<file path="config.mk">
export PLATFORM = sky130hd
export DESIGN_NAME = demux_1x8_using_1x2
export DESIGN_NICKNAME = d
export VERILOG_FILES = /design/src/rtl/demux_pkg.sv /design/src/rtl/demux_1x2.sv /design/src/rtl/demux_1x8_using_1x2.sv
export SDC_FILE = /design/constraint.sdc
export NUM_CORES = 1
export LEC_CHECK = 0
export CAP_MARGIN = 20
export CORE_AREA = 5 5 42 44
export CTS_CLUSTER_SIZE = 40
export DETAILED_ROUTE_END_ITERATION = 6
export DIE_AREA = 0 0 47 49
export PLACE_DENSITY_LB_ADDON = 0.12
export SKIP_CTS_REPAIR_TIMING = 1
export SKIP_LAST_GASP = 1
export SYNTH_ARGS = -nofsm -noshare
export SYNTH_HDL_FRONTEND = slang
export SYNTH_SLANG_ARGS = --single-unit
</file>
<file path="constraint.sdc">
create_clock -name clk -period 0.8 [get_ports clk]
set_input_delay 0.12 -clock clk [delete_from_list [all_inputs] [get_ports clk]]
set_output_delay 0.12 -clock clk [all_outputs]
set_load 0.01 [all_outputs]
</file>
<file path="src/rtl/demux_pkg.sv">
// rtl/demux_pkg.sv - shared widths and select type for the 1-to-8 demux
package demux_pkg;

  localparam int DEMUX_SEL_W = 3;
  localparam int DEMUX_N_OUT = 8;

  typedef logic [DEMUX_SEL_W-1:0] demux_sel_t;

endpackage

</file>
<file path="src/rtl/demux_1x2.sv">
// rtl/demux_1x2.sv - combinational 1-to-2 demux stage used as a tree node
module demux_1x2 (
  input  logic d,
  input  logic s,
  output logic a,
  output logic b
);

  assign a = d & ~s;
  assign b = d & s;

endmodule

</file>
<file path="src/rtl/demux_1x8_using_1x2.sv">
// rtl/demux_1x8_using_1x2.sv - registered 1-to-8 demux built from a tree of seven 1-to-2 stages
// Optional input register stage enabled by DEMUX_1X8_INPUT_REG_EN (adds one clock of latency).
module demux_1x8_using_1x2
  import demux_pkg::*;
(
  input  logic       clk,
  input  logic       rst,
  input  logic       I,
  input  demux_sel_t sel,
  output logic       y0,
  output logic       y1,
  output logic       y2,
  output logic       y3,
  output logic       y4,
  output logic       y5,
  output logic       y6,
  output logic       y7
);

  logic                   data_in;
  demux_sel_t             sel_in;
  logic                   half_lo, half_hi;
  logic [3:0]             quarter;
  logic [DEMUX_N_OUT-1:0] y_next;
  logic [DEMUX_N_OUT-1:0] y_q;

`ifdef DEMUX_1X8_INPUT_REG_EN
  logic       data_q;
  demux_sel_t sel_q;

  always_ff @(posedge clk or posedge rst) begin
    if (rst) begin
      data_q <= 1'b0;
      sel_q  <= '0;
    end else begin
      data_q <= I;
      sel_q  <= sel;
    end
  end

  assign data_in = data_q;
  assign sel_in  = sel_q;
`else
  assign data_in = I;
  assign sel_in  = sel;
`endif

  // Level 1 picks the half on sel[2], level 2 the quarter on sel[1], level 3 the leaf on sel[0].
  demux_1x2 u_l1   (.d(data_in),    .s(sel_in[2]), .a(half_lo),    .b(half_hi));

  demux_1x2 u_l2_0 (.d(half_lo),    .s(sel_in[1]), .a(quarter[0]), .b(quarter[1]));
  demux_1x2 u_l2_1 (.d(half_hi),    .s(sel_in[1]), .a(quarter[2]), .b(quarter[3]));

  demux_1x2 u_l3_0 (.d(quarter[0]), .s(sel_in[0]), .a(y_next[0]),  .b(y_next[1]));
  demux_1x2 u_l3_1 (.d(quarter[1]), .s(sel_in[0]), .a(y_next[2]),  .b(y_next[3]));
  demux_1x2 u_l3_2 (.d(quarter[2]), .s(sel_in[0]), .a(y_next[4]),  .b(y_next[5]));
  demux_1x2 u_l3_3 (.d(quarter[3]), .s(sel_in[0]), .a(y_next[6]),  .b(y_next[7]));

  // All eight outputs update together, so a select hop never shows two highs.
  always_ff @(posedge clk or posedge rst) begin
    if (rst) begin
      y_q <= '0;
    end else begin
      y_q <= y_next;
    end
  end

  assign y0 = y_q[0];
  assign y1 = y_q[1];
  assign y2 = y_q[2];
  assign y3 = y_q[3];
  assign y4 = y_q[4];
  assign y5 = y_q[5];
  assign y6 = y_q[6];
  assign y7 = y_q[7];

endmodule

</file>
### Yosys cells after proc, flatten, opt, wreduce, memory -nomap -nowiden

Index checks and enable logic that the tools add are counted.

* bits of input ports: 6
* register bits: 8
* output and inout port bits: 8
* word-level logic and storage cells: 18

* bitwise operators: 17

Operator list (number)
* 1-bit AND: 14
* 1-bit inverter: 3

### Longest topological paths before layout

Gate-level depths: netlist (run 1).

* word-level depth: 4
* gate-level depth with buffers: 1
* mapped depth without buffers: 1

### Modules after synthesis

From an unflattened synthesis (run 1), not the netlist that was laid out.

* cells, all modules: 23
* area, all modules: 317.8 µm²

By module, submodules not included
* demux_1x8_using_1x2: area each 203.9 µm², cells each 9, seq. area each 200.2 µm², times used 1
* demux_1x2: area each 16.3 µm², cells each 2, seq. area each 0.0 µm², times used 7

### Worst setup path before layout (run 1)

Ideal clock, no wire load.

* kind: register to output
* from: register y_q[0]
* to: output port y0
* slack: 0.304 ns
* required time: 0.680 ns
* arrival time: 0.376 ns
* path buffers: 0
* stages on the path, launching flop included: 1
* path through: dfrtp_1

RTL lines
* start: declaration: line demux_1x8_using_1x2.sv:25 `logic [DEMUX_N_OUT-1:0] y_q;`
* start signal: assignment: line demux_1x8_using_1x2.sv:64 `y_q <= y_next;`
* end: declaration: line demux_1x8_using_1x2.sv:10 `output logic y0,`

No word-level cell between the ends.

### Worst setup path in the final report (run 1)

* from: register y_q[3]
* to: output port y3

RTL lines
* end: declaration: line demux_1x8_using_1x2.sv:13 `output logic y3,`

No word-level cell between the ends.

==> results of run 1 <==
==> placed cells by master (no fill, tap or decap) <==
cell type        instances
clkbuf_4                 3
and4_2                   1
and4b_2                  2
and4bb_1                 2
clkbuf_2                 7
dfrtp_1                  8
buf_6                    1
clkdlybuf4s50_1          2
nor4b_2                  1
inv_1                    1
and4b_1                  1
and4bb_2                 1
dlymetal6s2s_1           3
==> report_power, final <==
part	switching (mW)	internal [mW]
registers	0.00261	0.416
clock network	0.118	0.170
logic	0.0363	0.0415
==> layer usage <==
metal | GRT usage [%] | vias up
li1 | - | 99
met1 | 7.00 | 98
met2 | 7.01 | 14
met3 | 4.80 | 2
met4 | 8.29 | 0
met5 | 0 | -
==> layout make-up <==
| type | count | share of cell area (%) |
|---|---|---|
| Inverter | 1 | 0.843 |
| Sequential cell | 8 | 44.9 |
| Clock buffer | 3 | 5.06 |
| Timing Repair Buffer | 13 | 23.3 |
| Tap cell | 16 | 4.49 |
| Multi-Input combinational cell | 8 | 21.3 |
==> cell families after synthesis <==
family        Yosys count
flops                   8
buf+inv                 1
simple gates            8
==> through the flow <==
stage | cell area (um^2) | instances | TNS, ns | power, mW
2_1_floorplan | 299 | 17 | 0 | 0.452
3_3_place_gp | 449 | 46 | -3.18 | 0.513
3_5_place_dp | 449 | 46 | -3.36 | 0.514
4_1_cts | 472 | 49 | -3.47 | 0.809
5_1_grt | 445 | 49 | -0.618 | 0.833
6_report | 445 | 49 | -0.318 | 0.785
==> final timing paths <==
| kind | startpoint | end | slack [ns] | cells after the start |
|---|---|---|---|---|
| min in group clk | sel[1] | y_q[0]$_DFF_PP0_ | 0.19 | 2 |
| hold / removal | rst | y_q[5]$_DFF_PP0_ | 0.12 | 2 |
| max in group asynchronous | rst | y_q[6]$_DFF_PP0_ | 0.46 | 2 |
| setup / recovery | y_q[3]$_DFF_PP0_ | y3 | -0.05 | 1 |
==> metrics.txt, run 1 <==
Hold Path Class in -> async; Largest regs y_q: 8 flops; initial antenna violation count 0; critical path type reg -> out; cell taking the most area after synthesis dfrtp_1; CTS root buf clkbuf_4; Cell variety after synth 8; Async S/R FF share, synth 100%; final setup fails 8; post-synthesis register bit count 8; layout cell share with drive strength beyond 1 roughly 48%; largest cells by area after synthesis dfrtp_1 67%, and4bb_1 8.4%, and4b_2 7.5%, nor4b_2 5.0%, and4bb_2 4.2%; Setup WS post-layout -0.0453 ns; area of the multi-input gates 95.1 um^2; maxcap violations 0; Metal-1 WL 225 um; DP Worst Slack -0.288 ns; pwr dens 1760 mW/mm^2; Worst EP required 0.68 ns; routed len/inst 11.2 um; max-slew violations 0; gr usage total 6.61%; routed wl met3 90 um; Top FF cell, synth dfrtp_1; # fillers approximately 160; register area share after synthesis between 60% and 70%; Mapped Cells 17; gr ovfl total 0; routed wire length on met2 221 um; total CTS buffers 3; Final #Nets 41; critical path's largest stage delay 0.36 ns; Static Leakage ~0.25 nW; max FFs per register 8; achievable frequency 1180 MHz; Starting Density 21.3%; post-layout util 31.8%; Worst VDD drop 0.564 mV; H-tree levels 1; Clock Tree Buf Depth 2; Final ANT Viol Nets 0; top-count cell post-synth dfrtp_1; Hold Fails Final Rpt 0; vias in the first global route between 150 and 200; Min Clock Period, post-route 0.845 ns; largest family of logic cells by synthesized area simple AND/OR/NAND/NOR gates; average size of a mapped cell 17.6 um^2; mapped cell area between 200 and 300 um^2; HPWL after DPL 440 um; IO buf count 13; Cell Rows 14; CP Cell Sequence clkbuf_2; Ys Warns 0; Crit Path Max Fanout 1; Slew HR 81.1%; share of the synthesized netlist area taken by xor and xnor gates 0%; post-synthesis compound-gate area fraction 0%; top cell type's share of synthesized area 66.9%; critical path arrival 0.73 ns; Final period util 106%; Synth Area in Adders 0%; Die Ht 49 um; Critical Path End Type primary output; Final Wtd Congestion 0.674; DR DRC count 0; RSZ-0062 raised after global routing true; Clock Pin Slew Worst Setup and Hold Paths 0.05 ns; Post-Synth Simple-Gate Area 31.8%; pin count of the biggest net entering global routing 9; Antenna Cells 0; Worst-Margin Slew 0.284 ns; # IOs 14; status finished, violations left; drt initial violations 0; Total Wirelength 551 um; failing checks negative setup slack; Core Region 0.00140 mm^2; leading post-synthesis cells by instance count 8 x dfrtp_1, 2 x and4b_2, 2 x and4bb_1; first-pass GRT wire length between 900 and 1000 um; Area Growth Syn to Fin 49.0%; nature of the critical path startpoint register; Via density 4.35; Crit path buffers/inverters 1; CTS tree built; Crit path max-delay family flip-flops; Synth Net Count 23; Top Metal Used met4; Min Hold Slack approximately 0.12 ns; slowest CP cell dfrtp_1; vias post-DR around 210; Most flops, register y_q; clock sink total 8; post-synthesis mux area share 0%; Die W 47 um; Register Area 200 um^2; number of synthesized flops with an enable pin 0; die area 0.00230 mm^2; drt pass-1 iters 1
(Power assumes the default switching activity.)
==> inputs of run 2 (changes only) <==
CORE_AREA = 4 4 41 43   (was 5 5 42 44)
DIE_AREA = 0 0 45 47   (was 0 0 47 49)
==> run 2 against run 1 <==
Net effect:
- sequential cell count stayed put
- the run still ends with negative setup slack left
- design area is 1.7% lower
- power decreased by 1.0%
- critical endpoint is now y5
- sequential power hardly changed
- largest power group unchanged
- clock power down 3%
==> metrics.txt, run 2 (same netlist as run 1, synthesis figures left out) <==
routed len/inst between 10 and 15 um; Most flops, register y_q; pin count of the biggest net entering global routing 9; Area Growth Syn to Fin 46.4%; drt initial violations 0; pwr dens 1770 mW/mm^2; Largest regs y_q: 8 flops; vias in the first global route 210; Crit path buffers/inverters 1; CTS root buf clkbuf_4; Worst-Margin Slew between 0.2 and 0.3 ns; maxcap violations 0; Worst Setup SP y_q[5]$_DFF_PP0_; count of non-filler cells in the finished layout 48; final setup fails 8; Inst Count DP 45; Setup WS post-layout -0.0524 ns; Die W 45 um; Critical Path End Type primary output; HPWL after DPL 437 um; Final #Nets 41; Crit Path Max Fanout 1; slowest CP cell dfrtp_1; gr usage total 6.00%; drt pass-1 iters 1; Final Wtd Congestion between 0.6 and 0.7; max-slew violations 0; DR DRC count 0; achievable frequency 1170 MHz; Static Leakage 0.252 nW; Final ANT Viol Nets 0; Clock Pin Slew Worst Setup and Hold Paths 0.05 ns; # IOs 14; Min Hold Slack 0.118 ns; Die Ht 47 um; gr ovfl total 0; Hold Path Class in -> async; RSZ-0062 raised after global routing true; nature of the critical path startpoint register; Antenna Cells 0; failing checks negative setup slack; first-pass GRT wire length between 800 and 900 um; Final period util 107%; clock sink total 8; Slew HR 81.0%; total CTS buffers 3; IO buf count 13; layout cell share with drive strength beyond 1 48.5%; vias post-DR ~190; Min Clock Period, post-route 0.852 ns; Worst VDD drop 0.598 mV; Hold Fails Final Rpt 0; critical path arrival 0.73 ns; Core Region between 0.001 and 0.0015 mm^2; CP Cell Sequence clkbuf_2; H-tree levels 1; Starting Density 23.0%; max FFs per register 8; Cell Rows 13; Total Wirelength between 500 and 600 um; critical path's largest stage delay 0.36 ns; most frequent cells in the layout 8 x clkbuf_2, 8 x dfrtp_1, 3 x clkbuf_4, 3 x dlymetal6s2s_1; status finished, violations left; Clock Tree Buf Depth 2; CTS tree built; Via density just over 4; die area 0.00212 mm^2; post-layout util around a third; Crit path max-delay family flip-flops; Worst EP required 0.68 ns; initial antenna violation count 0; critical path type reg -> out
[run 2: path summary, 6_finish.rpt]
| check | end | cells past startpoint |
|---|---|---|
| worst min-delay path | y_q[7]$_DFF_PP0_ | 2 |
| worst max-delay path | y5 | 1 |
| max in group asynchronous | y_q[4]$_DFF_PP0_ | 2 |
| min in group clk | y_q[0]$_DFF_PP0_ | 2 |
[run 2: per-stage QoR]
step / power, mW / cell area, um^2 / setup TNS (ns) / worst slack (ns)
4_1_cts: 0.804 / 470 / -3.51 / -0.432
3_3_place_gp: 0.512 / 448 / -3.13 / -0.264
6_report: 0.777 / 438 / -0.301 / -0.0524
3_5_place_dp: 0.515 / 448 / -3.43 / -0.307
2_1_floorplan: 0.452 / 299 / 0 / 0.304
5_1_grt: 0.825 / 438 / -0.589 / -0.0871
[run 2: report_power, final]
group | leakage (nW) | internal, mW | switching (mW)
Combinational | 0.129 | 0.0401 | 0.0367
Clock | 0.0138 | 0.170 | 0.111
Sequential | 0.110 | 0.416 | 0.00269
[run 2: per-layer routing]
layer | track usage, % | up-vias | part of all wire (%)
met4 | 10.5 | 0 | 3.1
met1 | 6.12 | 79 | 43
met3 | 1.53 | 2 | 14
met5 | 0 | - | 0
li1 | - | 99 | -
met2 | 7.63 | 14 | 40
[run 2: final cells by class]
type,instances,area [um^2]
Inverter,1,3.75
Sequential cell,8,200
Tap cell,15,18.8
Fill cell,140,863
Clock buffer,3,22.5
Multi-Input combinational cell,8,95.1
Timing Repair Buffer,13,97.6
==> inputs of run 3 (changes only) <==
CTS_BUF_LIST = sky130_fd_sc_hd__clkbuf_16   (was unset)
==> run 3 against run 2 <==
Net effect:
- the run still ends with negative setup slack left
- non-clock buffer count unchanged
- first-iteration DRC count unchanged
- design area increased by 13%
- fmax increased by 2.2%
- sequential power about the same
- wire length increased by 5.9%
- cell count unchanged
- critical path type unchanged
- largest cell class unchanged
- largest power group is now the clock network
==> metrics.txt, run 3 (same netlist as run 1, synthesis figures left out) <==
Slew HR about four fifths; # IOs 14; clock sink total 8; internal power 1.10 mW; CTS root buf clkbuf_16; critical path arrival 0.71 ns; Cell Rows 13; final setup fails 8; max FFs per register 8; layout cell share with drive strength beyond 1 48.5%; max-slew violations 0; critical path's largest stage delay 0.36 ns; Core Region around 0.0013 mm^2; initial antenna violation count 0; Total Wirelength roughly 580 um; die area about 0.0021 mm^2; Largest regs y_q: 8 flops; Hold Fails Final Rpt 0; CTS tree built; first-pass GRT wire length 855 um; Hold Path Class in -> async; Critical Path End Type primary output; vias in the first global route 214; Final Wtd Congestion 0.647; drt pass-1 iters 1; gr usage total ~6.6%; Sequential Power Share 32.0%; Die Ht approximately 47 um; most frequent cells in the layout 8 x clkbuf_2, 8 x dfrtp_1, 4 x dlymetal6s2s_1, 3 x clkbuf_16; Clock Pin Slew Worst Setup and Hold Paths 0.03 ns; IO buf count 13; Final ANT Viol Nets 0; achievable frequency 1200 MHz; drt initial violations 0; status finished, violations left; RSZ-0062 raised after global routing true; failing checks negative setup slack; DR DRC count 0; Most flops, register y_q; maxcap violations 0; Crit path max-delay family flip-flops; Worst-Margin Slew 0.285 ns; Inst Count DP 45; H-tree levels 1; count of non-filler cells in the finished layout 48; Final period util 104%; CP Cell Sequence clkbuf_2; vias post-DR around 210; Die W 45 um; DP Worst Slack -0.307 ns; Clock Tree Buf Depth 2; Area Growth Syn to Fin 64.9%; gr ovfl total 0; Crit path buffers/inverters 1; Setup WS post-layout -0.0340 ns; pwr dens 2660 mW/mm^2; Antenna Cells 0; Worst EP required around 0.7 ns; sw frac 16.3%; slowest CP cell dfrtp_1; Static Leakage 0.285 nW; HPWL after DPL between 400 and 500 um; Logic pwr share between 5 and 6%; nature of the critical path startpoint register; Worst VDD drop between 0.9 and 1 mV; critical path type reg -> out; Min Clock Period, post-route 0.834 ns; Starting Density 23.0%; routed len/inst about 12 um; pin count of the biggest net entering global routing 9; clock network power share 62.2%; Crit Path Max Fanout 1; Net Switching 214 uW; Via density 4.27; total CTS buffers 3; Final #Nets 41
-- run 3: stage by stage --
step / power (mW) / hold WS, ns / setup TNS, ns / utilization, % / instance area [um^2]
finish: 1.31 / 0.134 / -0.169 / 37.9 / 493
global route: 1.37 / 0.175 / -0.345 / 37.9 / 493
CTS: 1.34 / 0.141 / -3.47 / 40.2 / 523
detailed placement: 0.515 / 0.375 / -3.43 / 34.4 / 448
global placement: 0.512 / 0.379 / -3.13 / 34.4 / 448
floorplan: 0.452 / -0.0643 / 0 / - / 299
-- run 3: path summary, 6_finish.rpt --
check / start / to / slack, ns / cells past startpoint
setup / recovery: y_q[5]$_DFF_PP0_ / y5 / -0.03 / 1
hold / removal: rst / y_q[0]$_DFF_PP0_ / 0.13 / 2
max in group asynchronous: rst / y_q[2]$_DFF_PP0_ / 0.45 / 2
min in group clk: sel[1] / y_q[0]$_DFF_PP0_ / 0.23 / 2
-- run 3: per-layer routing --
metal  wire length [um]  global-route usage, %  up-vias  share of wire (%)
li1                   -                      -       98                  -
met2                217                   7.91       16                 38
met3                 75                   1.53        4                 13
met4                 31                   14.0        0                5.4
met5                  0                      0        -                  0
met1                251                   6.35       87                 44
-- run 3: power groups by stage --
| stage | combinational (mW) | clock, mW | sequential, mW |
|---|---|---|---|
| final | 0.0763 | 0.817 | 0.420 |
| after global placement | 0.0874 | 0 | 0.424 |
| after CTS | 0.0896 | 0.835 | 0.420 |
| after detailed placement | 0.0895 | 0 | 0.425 |
| after floorplan | 0.0215 | 0 | 0.431 |
| after global routing | 0.0837 | 0.862 | 0.421 |
-- run 3: final cells by class --
class / instances / area (um^2)
clock buffer: 3 / 75.1
fill: 133 / 808
inverter: 1 / 3.75
multi-input combinational: 8 / 95.1
sequential: 8 / 200
tap: 15 / 18.8
timing repair buffer: 13 / 100
